**config.mk**
```make
export PLATFORM = sky130hd
export DESIGN_NAME = pixel_dispatcher
export DESIGN_NICKNAME = d
export VERILOG_FILES = /design/src/rtl/fractal_pkg.sv /design/src/rtl/raster_counter.sv /design/src/rtl/pixel_dispatcher.sv
export SDC_FILE = /design/constraint.sdc
export NUM_CORES = 1
export LEC_CHECK = 0
export ABC_AREA = 0
export BUFFER_PORTS_ARGS = -buffer_cell sky130_fd_sc_hd__buf_2
export CAP_MARGIN = 20
export CORE_UTILIZATION = 45
export DETAILED_ROUTE_END_ITERATION = 10
export GPL_ROUTABILITY_DRIVEN = 0
export HOLD_SLACK_MARGIN = 0.02
export PLACE_DENSITY = 0.65
export SYNTH_ARGS = -nofsm -noshare
export SYNTH_HDL_FRONTEND = slang
export SYNTH_HIERARCHICAL = 1
export SYNTH_SLANG_ARGS = --single-unit
```
**constraint.sdc**
```tcl
create_clock -name aclk -period 5.84 [get_ports aclk]
set_input_delay 0.584 -clock aclk [delete_from_list [all_inputs] [get_ports aclk]]
set_output_delay 0.584 -clock aclk [all_outputs]
set_load 0.01 [all_outputs]
```
**src/rtl/fractal_pkg.sv**
```systemverilog
// fractal_pkg: shared frame geometry defaults, mode encoding and
// iteration limits for the fractal rendering pipeline.
package fractal_pkg;

  localparam int X_SIZE_DEF = 640;
  localparam int Y_SIZE_DEF = 480;
  localparam int ITER_W_DEF = 8;
  localparam int MAX_ITER   = (1 << ITER_W_DEF) - 1;

  typedef enum logic {
    MODE_MANDEL = 1'b0,
    MODE_JULIA  = 1'b1
  } mode_e;

endpackage

```
**src/rtl/raster_counter.sv**
```systemverilog
// raster_counter: x/y position in raster order with line and frame wrap,
// plus combinational last-column / last-row flags.
module raster_counter
  import fractal_pkg::*;
#(
  parameter int X_SIZE = X_SIZE_DEF,
  parameter int Y_SIZE = Y_SIZE_DEF
) (
  input  logic        clk,
  input  logic        rst,
  input  logic        adv,
  output logic [15:0] x,
  output logic [15:0] y,
  output logic        x_last,
  output logic        y_last
);

  assign x_last = (x == 16'(X_SIZE - 1));
  assign y_last = (y == 16'(Y_SIZE - 1));

  always_ff @(posedge clk or posedge rst) begin
    if (rst) begin
      x <= '0;
      y <= '0;
    end else if (adv) begin
      if (x_last) begin
        x <= '0;
        y <= y_last ? '0 : y + 16'd1;
      end else begin
        x <= x + 16'd1;
      end
    end
  end

endmodule

```
**src/rtl/pixel_dispatcher.sv**
```systemverilog
// pixel_dispatcher: hands raster pixels round-robin to N_ENG iteration
// engines and re-serialises their results in raster order.
module pixel_dispatcher
  import fractal_pkg::*;
#(
  parameter int N_ENG  = 4,
  parameter int X_SIZE = X_SIZE_DEF,
  parameter int Y_SIZE = Y_SIZE_DEF,
  parameter int ITER_W = ITER_W_DEF
) (
  input  logic                    aclk,
  input  logic                    areset,
  input  logic                    enable,
  input  logic                    cfg_mode,
  input  logic [N_ENG-1:0]        eng_idle,
  output logic [N_ENG-1:0]        eng_start,
  output logic [15:0]             eng_x,
  output logic [15:0]             eng_y,
  output logic                    eng_mode,
  input  logic [N_ENG-1:0]        eng_done,
  input  logic [N_ENG*ITER_W-1:0] eng_iter,
  output logic [N_ENG-1:0]        eng_ack,
  output logic                    out_valid,
  input  logic                    out_ready,
  output logic [ITER_W-1:0]       out_iter,
  output logic                    out_sof,
  output logic                    out_eol,
  output logic                    frame_done
);

  localparam int PW = $clog2(N_ENG);

  logic [PW-1:0] ip;
  logic [PW-1:0] op;
  logic          issue;
  logic          load;
  logic          accept;
  logic          at_origin;
  logic          out_last;
  mode_e         mode_q;
  logic          ix_last;
  logic          iy_last;
  logic [15:0]   ox;
  logic [15:0]   oy;
  logic          ox_last;
  logic          oy_last;

  function automatic logic [PW-1:0] rr_next(input logic [PW-1:0] p);
    return (p == PW'(N_ENG - 1)) ? '0 : p + 1'b1;
  endfunction

  // Handshakes are gated by reset so every output reads 0 while held.
  assign issue  = enable & eng_idle[ip] & ~areset;
  assign load   = (~out_valid | out_ready) & eng_done[op] & ~areset;
  assign accept = out_valid & out_ready;

  always_comb begin
    eng_start     = '0;
    eng_ack       = '0;
    eng_start[ip] = issue;
    eng_ack[op]   = load;
  end

  // The engine starting (0,0) must already see the new frame's mode.
  assign eng_mode = (issue & at_origin) ? cfg_mode : mode_q;

  raster_counter #(
    .X_SIZE (X_SIZE),
    .Y_SIZE (Y_SIZE)
  ) u_issue_pos (
    .clk    (aclk),
    .rst    (areset),
    .adv    (issue),
    .x      (eng_x),
    .y      (eng_y),
    .x_last (ix_last),
    .y_last (iy_last)
  );

  raster_counter #(
    .X_SIZE (X_SIZE),
    .Y_SIZE (Y_SIZE)
  ) u_out_pos (
    .clk    (aclk),
    .rst    (areset),
    .adv    (load),
    .x      (ox),
    .y      (oy),
    .x_last (ox_last),
    .y_last (oy_last)
  );

  always_ff @(posedge aclk or posedge areset) begin
    if (areset) begin
      ip         <= '0;
      op         <= '0;
      at_origin  <= 1'b1;
      mode_q     <= MODE_MANDEL;
      out_valid  <= 1'b0;
      out_iter   <= '0;
      out_sof    <= 1'b0;
      out_eol    <= 1'b0;
      out_last   <= 1'b0;
      frame_done <= 1'b0;
    end else begin
      frame_done <= accept & out_last;
      if (issue) begin
        ip        <= rr_next(ip);
        at_origin <= ix_last & iy_last;
        if (at_origin) mode_q <= mode_e'(cfg_mode);
      end
      // ox/oy name the pixel being loaded, so flags travel with the beat.
      if (load) begin
        op        <= rr_next(op);
        out_valid <= 1'b1;
        out_iter  <= eng_iter[int'(op)*ITER_W +: ITER_W];
        out_sof   <= (ox == '0) && (oy == '0);
        out_eol   <= ox_last;
        out_last  <= ox_last & oy_last;
      end else if (out_ready) begin
        out_valid <= 1'b0;
      end
    end
  end

endmodule

```
# Word level (Yosys, flattened, before mapping)

Cells that the tools add are included.

Bits in registers: 83
Bits in latches: 0
Memory bits (writable): 0
Memory bits (read-only): 0
Input bits: 45
Output and inout bits: 53
Memories kept: 0

$add $sub $neg: 6
$mul: 0
Divide/modulo/power cells: 0
Order comparisons: 4
Equal/unequal tests: 6
Shift-type cells: 1
Mux-type cells: 17
Bitwise gates (word level): 14
Reduce and logical (&&, ||, !) cells: 9

Operators with widths:

| cell                                                                                | count |
|---|---|
| 16-bit by 1-bit adder with 16-bit output, second input constant                     | 4 |
| 16-bit two-way mux                                                                  | 4 |
| 16-bit by 10-bit == test with 1-bit output, second input constant                   | 2 |
| 16-bit by 9-bit == test with 1-bit output, second input constant                    | 2 |
| 16-bit zero test                                                                    | 2 |
| 32-bit by 6-bit indexed part select with 8-bit output                               | 1 |
| 1-bit bitwise AND                                                                   | 9 |
| 4-bit bitwise AND                                                                   | 2 |
| 1-bit two-way mux                                                                   | 7 |
| 2-bit by 3-bit less-than comparator with 1-bit output, second input constant        | 2 |
| 2-bit AND reduction                                                                 | 3 |
| 2-bit by 1-bit adder with 2-bit output, second input constant                       | 2 |
| 1-bit binary-select mux with 2-bit select                                           | 2 |
| 1-bit demux with 2-bit select                                                       | 2 |
| 2-bit == test, second input constant                                                | 2 |
| 2-bit by 1-bit greater-or-equal comparator with 1-bit output, second input constant | 2 |
| 2-bit two-way mux                                                                   | 2 |
| 1-bit logical AND                                                                   | 3 |
| 1-bit inverter                                                                      | 2 |
| 2-bit nonzero test                                                                  | 1 |
| 1-bit OR                                                                            | 1 |

# Longest topological paths before layout

Gate-level depths: netlist of run 1.

Depth in word-level cells: 6
Depth in mapped cells: 9
Gate-level depth less buffers: 7

# Cells and area by module

The synthesis of run 1 kept the hierarchy.

By module, submodules not included:

| module           | instances | cells an instance | area an instance (um2) | seq. area each (um2) |
|---|---|---|---|---|
| raster_counter   | 2         | 174               | 1,711.6                | 800.8 |
| pixel_dispatcher | 1         | 98                | 1,229.9                | 476.7 |

# Worst setup path after synthesis of run 1

Ideal clock, no wire load.

Path type: input-to-reg
Start point: input port areset
End point: register u_out_pos.y[5]
Setup time: 0.125 ns
Data arrival time: 2.749 ns
Path slack: 2.966 ns
Stages: 9
Path buffers: 2
Cell sequence: inv_1 nand3_2 buf_2 inv_1 buf_2 and3_2 nand2_2 nor4_1 mux2_2

Word-level cells in the longest chain between the ends: 3

RTL lines:

| item                          | line                   | text |
|---|---|---|
| start, declared               | pixel_dispatcher.sv:12 | `input logic areset,` |
| 1-bit inverter                | pixel_dispatcher.sv:54 | `assign load = (~out_valid \| out_ready) & eng_done[op] & ~areset;` |
| 1-bit bitwise AND             | pixel_dispatcher.sv:54 |  |
| named net load                | pixel_dispatcher.sv:36 | `logic load;` |
| 2-bit AND reduction (no line) | --                     |  |
| end signal, assigned          | raster_counter.sv:28   | `y <= y_last ? '0 : y + 16'd1;` |
| end, declared                 | raster_counter.sv:13   | `output logic [15:0] y,` |

The timed path passes the listed nets, and every way through them passes these cells.
A chain may end at the register's enable or synchronous reset.

# Worst setup path after layout of run 1

Start point: register op[0]
End point: output port eng_ack[3]

Word-level cells in the longest chain between the ends: 5

RTL lines:

| item                                      | line                    | text |
|---|---|---|
| start, declared                           | pixel_dispatcher.sv:34  | `logic [PW-1:0] op;` |
| start signal, assigned                    | pixel_dispatcher.sv:114 | `op <= rr_next(op);` |
| 1-bit binary-select mux with 2-bit select | pixel_dispatcher.sv:54  |  |
| 1-bit two-way mux (implied by the code)   | pixel_dispatcher.sv:54  |  |
| 1-bit bitwise AND (2 in series)           | pixel_dispatcher.sv:54  |  |
| named net load                            | pixel_dispatcher.sv:36  |  |
| 4-bit bitwise AND (no line)               | --                      |  |
| end, declared                             | pixel_dispatcher.sv:22  | `output logic [N_ENG-1:0] eng_ack,` |

The timed path passes the listed nets, and every way through them passes these cells. The select of a mux whose other input is x is not followed.

==> reports/qor.yml, run 1 <==
critical_path:
  critical_path_class: "flip-flop to primary output"
  endpoint: "eng_ack[3]"
  ff2ff_setup_slack_ns: 2.66
  end_kind: "primary output"
  cpLargestDelayFamily: "flip-flops"
  r2r_start: "op[0]"
  critPathRequiredTime_ns: 5.26
  critPathMaxFanout: 17
  cp_num_cells: 5
  crit_chain: "mux4_2, nand3_2, inv_1, and2_1, buf_2"
  cp_num_buf_inv: 2
  r2r-end: "u_out_pos/y[5]"
  cp-startpoint: "op[0]"
  worstRegToRegCells: 7
  worst_setup_path_start_kind: "flip-flop"
  worstPathArrival_ns: 2.70
  cpPeakStageDelay_ns: 0.78
  crit_slowest_cell: "dfrtp_1"
placement:
  numPortBuffers: 97
  pre_cts_ws_ns: 2.27
  dp_hpwl_microns: 7700
sta:
  setup_tns_ns: 0
  layout_min_cycle_time_ns: 3.29
  fin_skew_ns: 0.0103
  rsz0062_at_grt: "no"
  timing.final.ws_setup_ns: 2.55
  maxSlewViolCount: 0
  finalSetupViolations: 0
  hold_violations: 0
  holdWs_ns: 0.361
  fmax_mhz: 304
  period_share_pct: 56.3
  worst_pin_slew_ns: 0.756
  max-slew-margin-rel_pct: 49.5
clocking:
  cts_sinks: 83
  clk_pin_slew_ns: 0.09
  holdBufCountCts: 0
  cts_inserted_buffers: 9
  worstSkewPairLatency_ns: 0.34
  cts_resized: 0
  htreeDepth: 3
  postCtsSetupBuffers: 0
  root_buffer: "clkbuf_8"
  cts_tree: "done"
  clockBufferDepth: 2
synthesis:
  yosysUniqueCellTypes: 45
  syn-mean-instance-area_sq_um: 10.4
  ys_ff_latch: 83
  yosys-top-cells-area: "dfrtp_1, xnor2_1, mux4_2, nand4_1, nand3_1"
  ys_warn_count: 6
  synth_area_sq_um: 4650
  synth_top_area_cell: "dfrtp_1"
  syn-num-nets: 503
  ys_seq_area_share_pct: 44.7
  syn_inst: 446
  synth_top_area_share_pct: 44.1
global_routing:
  grt_pass1_vias: 3804
  grt_overflow_total: 0
  grt_max_degree: 33
  grt_usage_pct: 20.5
  grt_pass1_wl_microns: 18100
  antenna_found_initial: 0
layout:
  nets: 605
  drive_above_1_share_pct: 29.7
  postLayoutCoreUtil_pct: 55.2
  n_fill_cell: 914
  insertedDiodeCount: 0
  area_growth_pct: 17.6
die:
  coreArea_sq_um: 9910
  rows: 36
  die_w_microns: 104
  start_util_pct: 47.0
  die_height_microns: 104
  io_pins: 98
  die_area_sq_um: 10800
power:
  power_switching_share_pct: 31.6
  p_int_uw: 1090
  seq_power_share_pct: 48.7
  combPwrFrac_pct: 25.0
  p_sw_uw: 505
  power_uw: 1600
  p_leak_uw: 0.00253
  power_density_nw_per_um2: 292
  irDropWorstVdd_mv: 0.212
  pwr-share-clk_pct: 26.3
detailed_routing:
  drt_first_iter_violations: 193
  via_count: 3829
  routedWlPerCell_microns: 15.3
  drtPass1Iterations: 4
  routed_wl_microns: 10500
  viasPerCell: 5.58
  antenna_left: 0
  drc: 0
worst_hold_path:
  hp-class: "input pin to asynchronous set/reset pin"
outcome:
  status: "finished clean"
run:
  max_cap_violations: 0
-- kinds of logic (layout without fill, tap and decap cells) --
logic type,count (synthesis),in the layout,share of synthesized area (%)
AO/OA/AOI/OAI,34,34,5.38
XOR/XNOR,42,42,7.91
adder cells (fa/ha/maj),12,12,3.23
buffers and inverters,35,142,3.41
flip-flops,83,83,44.7
multiplexers,30,30,9.28
AND/OR/NAND/NOR,210,210,26.1
-- state kept, by name (all words and copies together) (netlist names) --
signal and count:
u_issue_pos/x 16, u_issue_pos/y 16, u_out_pos/x 16, u_out_pos/y 16, out_iter 8, ip 2
op 2, at_origin 1, frame_done 1, mode_q 1, out_eol 1, out_last 1
out_sof 1, out_valid 1
-- power by group through the flow --
stage / clock [uW] / combinational [uW] / sequential, uW
after floorplan: 0 / 285 / 763
after global placement: 0 / 395 / 783
after detailed placement: 0 / 404 / 790
after CTS: 437 / 406 / 779
after global routing: 465 / 440 / 798
final: 420 / 398 / 778
-- worst register-to-register path, delay by kind of cell (launching register included) --
family / cells / cell delay [ns]
flops: 1 / 0.78
buf+inv: 1 / 0.47
mux: 2 / 0.73
simple gates: 4 / 1.08
-- layout make-up --
class                   instances  area, sq um  share of cell area, %
inverters                      26         97.6                   1.78
clock buffers                  12          155                   2.84
repair buffers                100          508                   9.29
well taps                     133          166                   3.04
clock inverters                 4         48.8                  0.892
multi-input cells             328         2420                   44.2
flip-flops and latches         83         2080                   38.0
-- metrics by stage --
step | cell area, sq um | instances
global placement | 5270 | 670
finish | 5470 | 686
detailed placement | 5270 | 670
floorplan | 4650 | 446
global route | 5470 | 686
CTS | 5470 | 686
-- layer usage --
metal | part of all wire, % | vias to the layer above | track usage, %
met4 | 1.4 | 0 | 6.02
met1 | 43 | 1874 | 26.0
met2 | 51 | 110 | 35.0
li1 | - | 1826 | -
met5 | 0 | - | 0
met3 | 4.1 | 19 | 4.41
-- cell usage in the layout (no fill, tap or decap), types with 9 or more instances in the layout --
| cell | instances |
|---|---|
| nand2_1 | 35 |
| inv_1 | 26 |
| xor2_1 | 16 |
| nand4_1 | 26 |
| mux4_2 | 9 |
| nor2_1 | 33 |
| dfrtp_1 | 82 |
| nor3_1 | 12 |
| mux2_2 | 14 |
| clkbuf_8 | 11 |
| o21ai_0 | 10 |
| ha_1 | 12 |
| buf_2 | 97 |
| nand3_1 | 32 |
| nor4_1 | 16 |
| xnor2_1 | 26 |
-- how the worst min path moves through the flow --
stage,start,to,slack (ns),depth (start not counted)
CTS,areset,u_issue_pos/y[8],0.36,3
floorplan,out_last,out_last,0.44,2
global placement,out_last,out_last,0.46,2
global route,areset,u_issue_pos/y[0],0.38,3
detailed placement,mode_q,mode_q,0.47,1
finish,areset,u_issue_pos/y[2],0.36,3
-- synth_stat cells, drive strengths merged --
library cell  instances
and4b                 2
o21ai                10
or4b                  1
and2                  8
nor3                 12
xor2                 16
mux4                  9
a211o                 4
buf                   6
a211oi                7
nor2b                 2
clkbuf                3
ha                   12
o22ai                 6
mux2                 15
a22o                  4
nand3                35
or3                   5
or4                   2
xnor2                26
nor2                 33
nor4b                 4
nor4                 20
mux2i                 6
inv                  26
and3                  9
nand2                37
dfstp                 1
dfrtp                82
and2b                 1
a2111oi               1
nand4                28
and4                  4
nand2b                7
a21oi                 1
o31ai                 1
Power figures use the tool's default switching activity.
==> run 2, diff against run 1 <==
PLACE_DENSITY = 0.67   (was 0.65)
clock period = 2.93 ns   (was 5.84 ns; I/O delays follow)
==> reports/qor.yml, run 2 (synthesis gave the netlist of run 1 again) <==
placement:
  dp_hpwl_microns: 7920  # +2.8%
  place_inst: 674  # +0.60%
  numPortBuffers: 97  # unchanged
  pre_cts_ws_ns: 0.546  # -1.73 ns
critical_path:
  crit_slowest_cell: "dfrtp_1"
  critical_path_class: "flip-flop to primary output"
  ff2ff_setup_slack_ns: 0.52  # -2.14 ns
  worstRegToRegCells: 8  # +1
  r2r_start: "ip[0]"
  critPathRequiredTime_ns: 2.64  # -2.62 ns
  worstPathArrival_ns: 2.20  # -0.50 ns
  critPathMaxFanout: 8  # -9
  r2r-end: "u_issue_pos/y[0]"
  end_kind: "primary output"
  cpLargestDelayFamily: "flip-flops"
  cp_num_buf_inv: 1  # -1
  crit_chain: "and2b_2, a211oi_1, or4b_1, mux2_1, buf_2"
  worst_setup_path_start_kind: "flip-flop"
  cpPeakStageDelay_ns: 0.49  # -0.29 ns
sta:
  setup_tns_ns: 0  # unchanged
  timing.final.ws_setup_ns: 0.436  # -2.12 ns
  period_share_pct: 85.1
  maxSlewViolCount: 0  # unchanged
  finalSetupViolations: 0  # unchanged
  max-slew-margin-rel_pct: 65.4  # +16 points
  layout_min_cycle_time_ns: 2.49
  rsz0062_at_grt: "no"
  fin_skew_ns: 0.0143  # +0.00404 ns
  hold_violations: 0  # unchanged
  fmax_mhz: 401
  worst_pin_slew_ns: 0.518  # -0.239 ns
global_routing:
  grt_overflow_total: 0  # unchanged
  grt_pass1_vias: 3902  # +2.6%
  grt_usage_pct: 21.0  # +0.54 points
  antenna_found_initial: 0  # unchanged
  grt_pass1_wl_microns: 18400  # +1.6%
  grt_max_degree: 33  # unchanged
run:
  max_cap_violations: 0  # unchanged
layout:
  area_growth_pct: 18.5
  nets: 609  # +0.66%
  insertedDiodeCount: 0  # unchanged
  postLayoutCoreUtil_pct: 55.6  # +0.43 points
  drive_above_1_share_pct: 30.2  # +0.51 points
  final_common_cell: "buf_2"
  final_cells: 690  # +0.58%
  final_cell_mix: "buf_2, dfrtp_1, nand2_1, nor2_1, nand3_1"
  n_fill_cell: 892  # -2.4%
clocking:
  holdBufCountCts: 0  # unchanged
  cts_sinks: 83  # unchanged
  cts_resized: 0  # unchanged
  htreeDepth: 3  # unchanged
  cts_tree: "done"
  root_buffer: "clkbuf_8"
  clk_pin_slew_ns: 0.09  # about the same
  worstSkewPairLatency_ns: 0.35  # about the same
  clockBufferDepth: 2  # unchanged
  postCtsSetupBuffers: 0  # unchanged
  cts_inserted_buffers: 9  # unchanged
power:
  power_uw: 3290  # +110%
  power_density_nw_per_um2: 597  # +100%
  irDropWorstVdd_mv: 0.454  # +110%
  p_leak_uw: 0.00255  # +0.62%
die:
  io_pins: 98  # unchanged
  die_w_microns: 104  # unchanged
  die_height_microns: 104  # unchanged
  die_area_sq_um: 10800  # unchanged
  start_util_pct: 47.0  # unchanged
  rows: 36  # unchanged
  coreArea_sq_um: 9910  # unchanged
detailed_routing:
  drc: 0  # unchanged
  drt_first_iter_violations: 146  # -24%
  drtPass1Iterations: 4  # unchanged
  routed_wl_microns: 10600  # +0.78%
  viasPerCell: 5.55  # -0.63%
  routedWlPerCell_microns: 15.3  # +0.20%
  via_count: 3827  # -0.052%
  antenna_left: 0  # unchanged
outcome:
  status: "finished clean"
worst_hold_path:
  hp-class: "input pin to asynchronous set/reset pin"
-- run 2: cell count changes in the layout (fill, tap and decap cells not counted) --
cell / delta
bufinv_16: +1
inv_6: +1
buf_4: +4
clkinv_4: -1
clkinv_2: -1
clkinvlp_4: +2
clkbuf_8: -2
-- run 2: area by class of cell --
| class | instances | area [sq um] | share of cell area [%] |
|---|---|---|---|
| multi-input combinational | 328 | 2420 | 43.8 |
| sequential | 83 | 2080 | 37.7 |
| timing repair buffer | 104 | 538 | 9.76 |
| tap | 133 | 166 | 3.02 |
| clock buffer | 10 | 128 | 2.32 |
| inverter | 26 | 97.6 | 1.77 |
| clock inverter | 6 | 88.8 | 1.61 |
-- run 2: worst reg2reg max path, delay by kind of cell (launching register included) --
kind	cells	cell delay, ns
DFF	1	0.47
and+or+nand+nor	4	0.97
buffers and inverters	1	0.27
AOI/OAI and AO/OA	3	0.62
-- run 2: routing by layer --
metal	up-vias	GRT usage, %	routed length (microns)
li1	1834	-	-
met1	1863	26.9	4670
met2	114	35.3	5210
met3	16	3.15	519
met4	0	9.29	197
met5	-	0	0
-- run 2: worst max path at each step --
stage	cells past startpoint	end	start
floorplan	9	u_out_pos/y[5]	areset
global placement	8	u_issue_pos/y[0]	ip[0]
detailed placement	8	u_issue_pos/y[0]	ip[0]
CTS	5	eng_mode	ip[0]
global route	8	u_issue_pos/y[0]	ip[0]
finish	5	eng_mode	ip[0]
-- run 2: power breakdown --
group / internal, uW / total [uW] / switching, uW
Clock: 482 / 908 / 426
Sequential: 1310 / 1490 / 181
Combinational: 458 / 897 / 439
Total: 2250 / 3290 / 1050
-- run 2: metrics by stage --
step	area [sq um]	hold WS (ns)
6_report	5510	0.0709
4_1_cts	5510	0.0743
2_1_floorplan	4650	0.259
5_1_grt	5510	0.0979
3_3_place_gp	5300	0.458
3_5_place_dp	5300	0.467
==> run 3, diff against run 2 <==
PLACE_DENSITY = 0.68   (was 0.67)
SYNTH_HIERARCHICAL = not set   (was 1)
==> reports/qor.yml, run 3 <==
detailed_routing:
  antenna_left: 0  # unchanged
  routedWlPerCell_microns: 14.8  # -3.3%
  drc: 0  # unchanged
  drtPass1Iterations: 5  # +1
  via_count: 3902  # +2.0%
  routed_wl_microns: 10400  # -2.2%
  viasPerCell: 5.59  # +0.79%
  drt_first_iter_violations: 161  # +10%
power:
  power_density_nw_per_um2: 615  # +3.1%
  irDropWorstVdd_mv: 0.522  # +15%
  p_leak_uw: 0.00255  # +0.17%
clocking:
  htreeDepth: 3  # unchanged
  postCtsSetupBuffers: 0  # unchanged
  clk_pin_slew_ns: 0.09  # about the same
  root_buffer: "clkbuf_8"
  cts_resized: 0  # unchanged
  worstSkewPairLatency_ns: 0.36  # about the same
  cts_inserted_buffers: 9  # unchanged
  cts_tree: "done"
  cts_sinks: 83  # unchanged
  clockBufferDepth: 2  # unchanged
critical_path:
  crit_slowest_cell: "and3_1"
  cpPeakStageDelay_ns: 0.54  # +0.05 ns
  critical_path_class: "input pin to primary output"
  worst_setup_path_start_kind: "input pin"
  crit_top_cell: "buf_2"
  crit_chain: "dlygate4sd3_1, buf_2, clkinvlp_4, and3_1, nand2_1, mux2_1, buf_2"
  ff2ff_setup_slack_ns: 0.62  # +0.10 ns
  end_kind: "primary output"
  critPathRequiredTime_ns: 2.64  # about the same
  worstPathArrival_ns: 2.41  # +0.21 ns
  critPathMaxFanout: 17  # +9
global_routing:
  grt_pass1_vias: 3675  # -5.8%
  grt_max_degree: 37  # +12%
  grt_overflow_total: 0  # unchanged
  antenna_found_initial: 0  # unchanged
  grt_use_met3_pct: 3.90  # +0.75 points
  met1_usage_pct: 26.2  # -0.73 points
  grt_most_used_layer: "met2"
  grt_usage_pct: 20.8  # -0.17 points
  use_met2_pct: 36.4  # +1.1 points
  grt_pass1_wl_microns: 17000  # -7.3%
synthesis:
  yosysUniqueCellTypes: 47  # +4.4%
  ys_warn_count: 0  # -6
  syn-num-nets: 524  # +4.2%
  synth_area_sq_um: 4490  # -3.4%
  ys_seq_area_share_pct: 46.3  # +1.6 points
  yosys-top-cells-area: "dfrtp_1, nand2_1, mux4_2, ha_1, xnor2_1"
  syn-mean-instance-area_sq_um: 9.66  # -7.4%
  ys.flop_type: "dfrtp_1"
  ys_async_sr_fraction_pct: 100  # unchanged
  synth_top_area_share_pct: 45.7  # +1.6 points
  synth_top_area_cell: "dfrtp_1"
  syn_inst: 465  # +4.3%
  post-synth-top-count-cell: "dfrtp_1"
  yosys-top-cells-count: "dfrtp_1, nand2_1, o21ai_1"
  ys_ff_latch: 83  # unchanged
  synth_edf_count: 0  # unchanged
layout:
  drive_above_1_share_pct: 25.1  # -5.0 points
  insertedDiodeCount: 0  # unchanged
  nets: 619  # +1.6%
  final_cell_mix: "buf_2, dfrtp_1, nand2_1, o21ai_1, nor2_1"
  n_fill_cell: 899  # +0.78%
  final_cells: 698  # +1.2%
  final_common_cell: "buf_2"
  area_growth_pct: 19.8
die:
  start_util_pct: 46.2  # -0.78 points
  coreArea_sq_um: 9730  # -1.8%
  die_w_microns: 102  # -1.7%
  die_height_microns: 102  # -1.7%
  die_area_sq_um: 10400  # -3.4%
  rows: 36  # unchanged
  io_pins: 98  # unchanged
sta:
  layout_min_cycle_time_ns: 2.70  # +0.211 ns
  hold_violations: 0  # unchanged
  fin_skew_ns: 0.0112  # -0.00311 ns
  period_share_pct: 92.3  # +7.2 points
  worst_pin_slew_ns: 0.506  # -0.0119 ns
  max-slew-margin-rel_pct: 66.3  # +0.92 points
  maxSlewViolCount: 0  # unchanged
  finalSetupViolations: 0  # unchanged
  setup_tns_ns: 0  # unchanged
  timing.final.ws_setup_ns: 0.226  # -0.211 ns
  rsz0062_at_grt: "no"
  fmax_mhz: 370  # -7.8%
worst_hold_path:
  hp-class: "input pin to flip-flop"
run:
  max_cap_violations: 0  # unchanged
outcome:
  status: "finished clean"
placement:
  numPortBuffers: 97  # unchanged
  dp_hpwl_microns: 7570  # -4.4%
  pre_cts_ws_ns: 0.646  # +0.100 ns
  place_inst: 681  # +1.0%
[run 3: cell count changes after synthesis, moves of 8 or more]
cell	delta
nand2_1	+36
o21ai_1	+25
clkbuf_1	+16
o31ai_1	+14
nand3_1	-13
inv_1	-12
xnor2_1	-11
mux2_2	-10
nor2_1	-10
o21ai_0	+10
nor4_1	-8
[run 3: logic make-up (layout without fill, tap and decap cells)]
logic type	after synthesis	in the layout	share of synthesized area [%]
muxes	16	16	6.52
and+or+nand+nor	215	215	25.5
AOI/OAI and AO/OA	77	77	10.0
xor gates and xnor gates	24	24	4.68
buffers and inverters	36	136	3.09
DFF	83	83	46.3
adders and majority gates	14	14	3.90
[run 3: final timing paths]
check                                 end  cells after the start            from
max reg2reg                u_out_pos.y[5]                      6  u_out_pos.y[0]
min                                mode_q                      2        cfg_mode
min reg2reg                     at_origin                      2       at_origin
max in group asynchronous  u_out_pos.y[0]                      4          areset
min in group asynchronous  u_out_pos.x[7]                      3          areset
max                              eng_mode                      7          areset
[run 3: metal layers]
metal  wire length, microns  share of wire [%]  vias to the layer above
met5                      0                  0                        -
met2                   5320                 51                      119
li1                       -                  -                     1869
met3                    506                4.9                       13
met4                    124                1.2                        0
met1                   4400                 43                     1901
[run 3: per-stage QoR]
step | cell area [sq um] | power, uW | hold WS [ns] | util, %
2_1_floorplan | 4500 | 2030 | 0.435 | -
4_1_cts | 5380 | 3360 | 0.153 | 55.3
5_1_grt | 5380 | 3530 | 0.163 | 55.3
3_3_place_gp | 5120 | 2290 | 0.302 | 52.6
6_report | 5380 | 3310 | 0.172 | 55.3
3_5_place_dp | 5120 | 2330 | 0.305 | 52.6
[run 3: where the power goes]
| part | internal, uW | switching (uW) |
|---|---|---|
| Sequential | 1290 | 174 |
| Combinational | 388 | 447 |
| Clock | 591 | 419 |
[run 3: cell type report]
class,instances,area (sq um),share of cell area (%)
inverters,14,56.3,1.05
repair buffers,106,556,10.3
flip-flops and latches,83,2080,38.6
multi-input cells,346,2280,42.3
clock buffers,10,138,2.56
well taps,133,166,3.09
clock inverters,6,113,2.09
[run 3: critical path: cells and delay by family]
kind / cells / cell delay [ns]
buffers and inverters: 4 / 1.06
muxes: 1 / 0.35
and+or+nand+nor: 2 / 0.69
[run 3: timing repair]
action                                  CTS  global route
hold buffers                              1             0
endpoints found under the hold margin     9             0
endpoints found under the setup margin    0             0
